==> src/rtl/pc_seq_pkg.sv <==
// Shared definitions for the program-counter sequencer: operation select and
// the priority decode that turns control-unit strobes into one operation.
package pc_seq_pkg;

    typedef enum logic [2:0] {
        PC_HOLD = 3'd0,
        PC_INC  = 3'd1,
        PC_LOAD = 3'd2,
        PC_CLR  = 3'd3,
        PC_CALL = 3'd4,
        PC_RET  = 3'd5
    } pc_op_e;

    // Highest-priority strobe wins; load together with inc means clear.
    function automatic pc_op_e pc_decode(input logic inc, input logic load,
                                         input logic call, input logic ret);
        pc_op_e op;
        op = PC_HOLD;
        if (ret)
            op = PC_RET;
        else if (call)
            op = PC_CALL;
        else if (load && inc)
            op = PC_CLR;
        else if (load)
            op = PC_LOAD;
        else if (inc)
            op = PC_INC;
        return op;
    endfunction

endpackage

==> src/rtl/pc_ret_stack.sv <==
// Return-address LIFO. A push while full or a pop while empty is ignored;
// the caller is responsible for flagging those cases.
module pc_ret_stack #(
    parameter int AW    = 8,
    parameter int DEPTH = 4,
    parameter int SPW   = $clog2(DEPTH + 1)
) (
    input  logic           clk_i,
    input  logic           rst_ni,
    input  logic           push_i,
    input  logic           pop_i,
    input  logic [AW-1:0]  data_i,
    output logic [AW-1:0]  top_o,
    output logic [SPW-1:0] count_o,
    output logic           full_o,
    output logic           empty_o
);
    localparam int IW = (DEPTH > 1) ? $clog2(DEPTH) : 1;

    logic [AW-1:0]  mem_q [DEPTH];
    logic [SPW-1:0] count_q, count_d;
    logic [IW-1:0]  wr_idx, rd_idx;

    assign full_o  = (count_q == SPW'(DEPTH));
    assign empty_o = (count_q == '0);
    assign wr_idx  = IW'(count_q);
    assign rd_idx  = IW'(count_q - SPW'(1));
    assign top_o   = mem_q[rd_idx];
    assign count_o = count_q;

    always_comb begin
        count_d = count_q;
        if (pop_i && !empty_o)
            count_d = count_q - SPW'(1);
        else if (push_i && !full_o)
            count_d = count_q + SPW'(1);
    end

    always_ff @(posedge clk_i) begin
        if (!rst_ni)
            count_q <= '0;
        else
            count_q <= count_d;
    end

    // Storage needs no reset: entries above count_q are never read.
    always_ff @(posedge clk_i) begin
        if (push_i && !pop_i && !full_o)
            mem_q[wr_idx] <= data_i;
    end

endmodule

==> src/rtl/pc_sequencer.sv <==
// Program-counter sequencer: increment, absolute/relative load, clear, stall,
// and a call/return stack that exists only when PC_RET_STACK_EN is defined.
module pc_sequencer
    import pc_seq_pkg::*;
#(
    parameter int AW    = 8,
    parameter int OFF_W = 4,
    parameter int DEPTH = 4,
    parameter int SPW   = $clog2(DEPTH + 1)
) (
    input  logic             CLK,
    input  logic             CLB,
    input  logic             stall,
    input  logic             inc,
    input  logic             load,
    input  logic             sel_rel,
    input  logic [AW-1:0]    tgt_abs,
    input  logic [OFF_W-1:0] off,
    input  logic             call,
    input  logic             ret,
    output logic [AW-1:0]    pc,
    output logic [SPW-1:0]   sp,
    output logic             ovf,
    output logic             udf
);
    logic [AW-1:0] pc_q, pc_d, pc_inc, off_ext, tgt;
    pc_op_e        op;

    assign off_ext = AW'($signed(off));
    assign pc_inc  = pc_q + AW'(1);
    assign tgt     = sel_rel ? (pc_q + off_ext) : tgt_abs;
    assign op      = pc_decode(inc, load, call, ret);
    assign pc      = pc_q;

`ifdef PC_RET_STACK_EN
    logic          push, pop, stk_full, stk_empty;
    logic          ovf_q, ovf_d, udf_q, udf_d;
    logic [AW-1:0] stk_top;

    pc_ret_stack #(
        .AW    (AW),
        .DEPTH (DEPTH),
        .SPW   (SPW)
    ) u_stack (
        .clk_i   (CLK),
        .rst_ni  (CLB),
        .push_i  (push),
        .pop_i   (pop),
        .data_i  (pc_inc),
        .top_o   (stk_top),
        .count_o (sp),
        .full_o  (stk_full),
        .empty_o (stk_empty)
    );

    assign ovf = ovf_q;
    assign udf = udf_q;

    always_ff @(posedge CLK) begin
        if (!CLB) begin
            ovf_q <= 1'b0;
            udf_q <= 1'b0;
        end else begin
            ovf_q <= ovf_d;
            udf_q <= udf_d;
        end
    end
`else
    assign sp  = '0;
    assign ovf = 1'b0;
    assign udf = 1'b0;
`endif

    always_comb begin
        pc_d = pc_q;
`ifdef PC_RET_STACK_EN
        push  = 1'b0;
        pop   = 1'b0;
        ovf_d = ovf_q;
        udf_d = udf_q;
`endif
        if (!stall) begin
            case (op)
                PC_INC:  pc_d = pc_inc;
                PC_LOAD: pc_d = tgt;
                PC_CLR:  pc_d = '0;
`ifdef PC_RET_STACK_EN
                PC_CALL: begin
                    pc_d  = tgt;
                    push  = !stk_full;
                    ovf_d = ovf_q | stk_full;
                end
                // An empty-stack return still advances so fetch keeps moving.
                PC_RET: begin
                    if (stk_empty) begin
                        pc_d  = pc_inc;
                        udf_d = 1'b1;
                    end else begin
                        pc_d = stk_top;
                        pop  = 1'b1;
                    end
                end
`else
                PC_CALL: pc_d = tgt;
                PC_RET:  pc_d = pc_inc;
`endif
                default: pc_d = pc_q;
            endcase
        end
    end

    always_ff @(posedge CLK) begin
        if (!CLB)
            pc_q <= '0;
        else
            pc_q <= pc_d;
    end

endmodule

==> config.mk <==
export PLATFORM = sky130hd
export DESIGN_NAME = pc_sequencer
export DESIGN_NICKNAME = d
export VERILOG_FILES = /design/src/rtl/pc_seq_pkg.sv /design/src/rtl/pc_ret_stack.sv /design/src/rtl/pc_sequencer.sv
export SDC_FILE = /design/constraint.sdc
export NUM_CORES = 1
export LEC_CHECK = 0
export CAP_MARGIN = 25
export CORE_ASPECT_RATIO = 0.9
export CORE_MARGIN = 10
export CORE_UTILIZATION = 30
export CTS_BUF_LIST = sky130_fd_sc_hd__clkbuf_4 sky130_fd_sc_hd__clkbuf_8 sky130_fd_sc_hd__clkbuf_16
export CTS_CLUSTER_DIAMETER = 30
export CTS_CLUSTER_SIZE = 30
export DETAILED_ROUTE_END_ITERATION = 7
export GPL_TIMING_DRIVEN = 0
export SLEW_MARGIN = 20
export SYNTH_ARGS = -nofsm -noshare
export SYNTH_HDL_FRONTEND = slang
export SYNTH_SLANG_ARGS = --single-unit
==> constraint.sdc <==
create_clock -name CLK -period 4.19 [get_ports CLK]
set_clock_uncertainty 0.1 [all_clocks]
set_input_delay 1.257 -clock CLK [delete_from_list [all_inputs] [get_ports CLK]]
set_output_delay 1.257 -clock CLK [all_outputs]
set_load 0.005 [all_outputs]
**Word-level counts from Yosys, hierarchy flattened**

Cells that the tools add are included.

- Register bits: 8
- Input bits: 20
- Output and inout port bits: 13
- Logic and storage cells: 21

- $add $sub $neg: 2
- Equality and inequality tests: 5
- Mux-type cells: 7
- Bitwise gates (word level): 1
- Reduce and logical (&&, ||, !) cells: 5

Operators by type and width:

| kind | count |
|---|---|
| $pmux 8 s3 | 1 |
| $add 8x1->8 const B | 1 |
| $add 8x8->8 | 1 |
| $mux 8 | 1 |
| $eq 3x2->1 const B | 2 |
| $eq 3x3->1 const B | 2 |
| $mux 3 | 2 |
| $mux 2 | 2 |
| $reduce_or 2->1 | 2 |
| $eq 3x1->1 const B | 1 |
| $reduce_bool 3->1 | 1 |
| $reduce_and 2->1 | 1 |
| $logic_and 1x1->1 | 1 |
| $mux 1 | 1 |
| $not 1->1 | 1 |

**Longest topological paths before layout**

- Depth in word-level cells: 9
- Mapped depth: 8
- Gate-level depth less buffers: 8

**Worst setup path after synthesis**

Ideal clock, no wire load.

- Path kind: in2reg
- Start: input port off[0]
- End: register pc_q[4], in the netlist pc[4]
- Library setup time: 0.058 ns
- Data arrival time: 2.615 ns
- Required time: 4.032 ns
- Setup slack: 1.417 ns
- Cell stages on the path: 8
- Path buffers: 0
- Cells stage by stage: ha_1 > inv_1 > fa_1 > nor2b_4 > o21ai_0 > mux2i_1 > a221oi_1 > o21a_1

- Cells in the longest elaborated chain, start to end: 3

RTL lines:

| what | RTL line | RTL |
|---|---|---|
| from (decl) | pc_sequencer.sv:18 | `input logic [OFF_W-1:0] off,` |
| $add 8x8->8 | pc_sequencer.sv:31 | `assign tgt = sel_rel ? (pc_q + off_ext) : tgt_abs;` |
| $mux 8 | pc_sequencer.sv:31 |  |
| $pmux 8 s3 | pc_sequencer.sv:83 | `case (op)` |
| to (signal assigned) | pc_sequencer.sv:116 | `pc_q <= pc_d;` |
| to (decl) | pc_sequencer.sv:26 | `logic [AW-1:0] pc_q, pc_d, pc_inc, off_ext, tgt;` |

No other way between the ends.
A chain may end at the register's enable or synchronous reset.

**Worst setup path after layout**

Ends and elaborated chain as after synthesis.

==> flow_results.org <==
** Die
- Placeable core area :: 3110 um2
- The initial utilization of the core area, before any placement, comes to 0.318.
- Die width :: approximately 81 um
- Total die area :: ~6000 um2
- Chip height :: 74.5 um
- In this run the core area contains 19 standard-cell rows.
- Top-level port count :: 33

** Setup path
- In this run the worst path has a maximum fanout of 3.
- The signal on the critical path passes through clkdlybuf4s50_1, ha_1, inv_1, fa_1, nor2b_4, o21ai_0, mux2i_1, a221oi_1, o21a_1.
- Cells on worst reg2reg path :: 8
- Worst reg2reg startpoint :: pc[0]$_SDFFE_PN0P_
- For this design, the slowest cell found on the critical path is clkdlybuf4s50_1.
- For the worst setup path, the data arrival time is approximately 3300 ps.
- At the worst endpoint, the required time is between 4000 and 5000 ps.
- STA classifies the critical path endpoint as a register.
- Startpoint type of the worst setup path :: primary input
- In this run the critical register-to-register path is captured at pc[4]$_SDFFE_PN0P_.
- Critical path type :: in2reg
- For flop-to-flop paths, the worst setup slack is ~2000 ps.
- Max incr delay on CP :: 470 ps

** Clock tree
- Post-CTS setup-driven buffer insertion count :: 0
- Number of buffers created by CTS :: 3
- Post-CTS clock slew at the launch and capture registers of the worst setup and hold paths :: around 40 ps
- The number of gates resized after CTS was 0.
- Maximum level of the CTS H-tree :: 1
- Buffers inserted to repair hold after CTS numbered 0.
- Clock net sink count :: 8
- Cell chosen for the clock root :: clkbuf_8
- Skew-Pair Late Insertion Delay :: ~230 ps
- TritonCTS built the clock tree.
- Largest buffer count on any clock path :: 2

** Layout
- Fraction of layout cells with a size suffix above 1 :: 0.104
- For this run, the share of the core covered by cells in the final layout is 0.440.
- Non-filler instance count after layout :: approximately 210
- The library cell used most frequently in the layout, excluding fill and tap cells, is clkdlybuf4s50_1.
- The register with the most flip-flops in the layout has 8 of them.
- Commonest cells after routing, fill and taps aside :: 27 x clkdlybuf4s50_1, 12 x nor2_1, 10 x inv_1, 10 x o21ai_0
- Filler instances :: 325
- In the final layout, the multi-input gates occupy 753 um2.
- Once layout is done, the placed cells without fillers occupy around 1400 um2.
- Register area :: 160 um2
- Relative to the synthesized area, the layout overhead comes to 38.3%.
- The repair_antennas step left the layout with diodes totalling 0.
- The net count of the finished layout is just under 200.

** Synthesis
- After synthesis, the share of flip-flops with an asynchronous set or reset is 0.
- Number of synthesized flops with an enable pin :: 0
- Flip-flop and latch count after synthesis :: 8
- Cell area after technology mapping :: 991 um2
- Cell variety after synth :: 47
- Register area share after synthesis :: 0.162
- Most common flop cell mapped by yosys :: dfxtp_1
- During synthesis, Yosys emitted a total of 0 warnings.
- Number of cells produced by synthesis :: between 100 and 150
- Averaged over all synthesized cells, the footprint is approximately 7.7 um2.

** Min path
- Hold endpoint :: pc[3]$_SDFFE_PN0P_
- Type of the worst min-delay path :: reg2reg
- Hold Path Cell Cnt :: 2
- Worst Hold Launch :: pc[3]$_SDFFE_PN0P_

** Timing
- The max-slew violation count is 0.
- Post-layout minimum cycle time :: between 3000 and 4000 ps
- Of the available clock period, the critical path in the final layout requires 0.766.
- After layout, the worst setup slack is roughly 980 ps.
- Highest achievable clock rate :: between 0.3 and 0.4 GHz
- The number of hold-slack violations in the final timing report was 0.
- WHS :: 512 ps
- For the pin with the worst max-slew slack, the measured transition is ~640 ps.
- After routing, the total negative slack on setup checks comes to 0 ps.
- Setup repair after global routing left no endpoint under its margin.
- Setup-violating endpoint count in the final report :: 0
- Measured against its own limit, the worst slew margin works out to 0.573.

** Detailed routing
- Number of DRC violations after detailed-routing iteration 0 :: between 50 and 60
- The first TritonRoute pass finished after 4 iterations.
- In the final routed layout, each cell accounts on average for between 10 and 15 um.
- In this run the remaining antenna-violating nets after routing total 0.
- Dividing the detail-routed via count by the number of cells gives 5.15.
- After detailed routing, the number of remaining DRC violations is 0.
- Final WL :: slightly below 3000 um
- Across all layers, the routed design uses 1056 vias.

** Placement
- Once placement finished, the instance area stood at between 1000 and 1500 um2.
- After detailed placement, the design holds a cell count of slightly above 200.
- Routability-driven placement finished with a final weighted congestion of 0.894.
- Detailed placement ended at an HPWL of between 2000 and 2500 um.
- At the placement stage, the worst setup path has a slack of 730 ps.
- Count of input and output buffers :: 27

** Global route
- Wire length of the first global-routing pass :: ~4800 um
- The number of global-route vias before repair was 1015.
- GR met2 Demand/Resource :: 0.155
- Met1 usage :: 0.123
- Overall fraction of global-route tracks in use :: 0.0996
- Antenna violations before repair :: 0
- Maximum number of pins on one net before global-route repair :: 11
- Grt peak-use layer :: met2
- For this run the aggregate overflow at the end of global routing stands at 0.
- Met3 capacity usage during global routing :: 0.0470

** Pwr
- Of the total power, the clock network draws 0.319.
- Leakage component of the power :: between 0.5 and 0.6 nW
- Worst voltage drop across the vdd grid :: 128 uV
- Comb pwr share :: 0.378
- Of the total power, the share spent switching nets is 0.316.
- Sequential power share :: 0.303
- Power density over the cells :: roughly 220 nW/um2
- Internal power summed over all cells :: around 0.20 mW
- Tot Pwr :: between 0.2 and 0.3 mW
- For this design the total switching power over the nets is 0.0943 mW.

** Run status
- The run finished with clean final reports.

** Job
- Max-cap violation count :: 0
[worst max-delay path, delay by kind of cell]
| kind | cells | cell delay (ps) |
|---|---|---|
| fa+ha+maj | 2 | 640 |
| compound gates | 3 | 550 |
| buf+inv | 2 | 540 |
| simple gates | 1 | 150 |
| mux | 1 | 140 |
[worst max path at each step]
stage | from | to | slack [ps] | cells past startpoint
after floorplan | off[0] | pc[4]$_SDFFE_PN0P_ | 1420 | 8
after global placement | off[0] | pc[4]$_SDFFE_PN0P_ | 780 | 9
after detailed placement | off[0] | pc[4]$_SDFFE_PN0P_ | 730 | 9
after CTS | off[0] | pc[4]$_SDFFE_PN0P_ | 950 | 9
after global routing | off[0] | pc[4]$_SDFFE_PN0P_ | 850 | 9
final | off[0] | pc[4]$_SDFFE_PN0P_ | 980 | 9
[power by group through the flow]
stage | Clock [mW] | Sequential [mW] | Combinational [mW]
6_report | 0.0952 | 0.0906 | 0.113
5_1_grt | 0.104 | 0.0919 | 0.125
4_1_cts | 0.0973 | 0.0908 | 0.114
3_5_place_dp | 0 | 0.0920 | 0.113
3_3_place_gp | 0 | 0.0920 | 0.111
2_1_floorplan | 0 | 0.0900 | 0.0676
[final cells by class]
class | count | area share
Timing Repair Buffer | 27 | 0.197
Inverter | 10 | 0.0274
Tap cell | 42 | 0.0384
Buffer | 8 | 0.0402
Multi-Input combinational cell | 107 | 0.550
Clock buffer | 3 | 0.0301
Sequential cell | 8 | 0.117
[Yosys cell counts (2+ instances only)]
cell type  instances  area [um2]
a22oi_1            2        15.0
a211oi_1           2        15.0
nor2_1            12        45.0
nor2b_1            4        25.0
a311o_1            2        20.0
o21ai_0           10        50.1
xnor2_1            2        17.5
mux2i_1            5        50.1
nand3_1            4        20.0
nor3_1             2        10.0
ha_1               8         100
nand2_1            7        26.3
buf_2              2        10.0
a21oi_1            7        35.0
inv_1             10        37.5
a21o_1             3        22.5
o221ai_1           3        26.3
dfxtp_1            8         160
buf_4              6        45.0
o21ai_1            2        10.0
nor4b_1            2        17.5
[cells by family after synthesis]
logic type | count (synthesis) | synth area share
XOR/XNOR | 3 | 0.0265
multiplexers | 5 | 0.0505
other | 1 | 0.00378
AND/OR/NAND/NOR | 38 | 0.202
flip-flops | 8 | 0.162
AO/OA/AOI/OAI | 47 | 0.341
adder cells (fa/ha/maj) | 9 | 0.121
buffers and inverters | 18 | 0.0934
[metal layers]
metal | vias to the layer above | part of all wire | routed length [um]
met5 | - | 0 | 0
met4 | 0 | 0.0062 | 18
met3 | 5 | 0.091 | 265
met2 | 28 | 0.43 | 1260
met1 | 482 | 0.47 | 1380
li1 | 541 | - | -
Note: power is estimated with default switching activity, not from simulation.
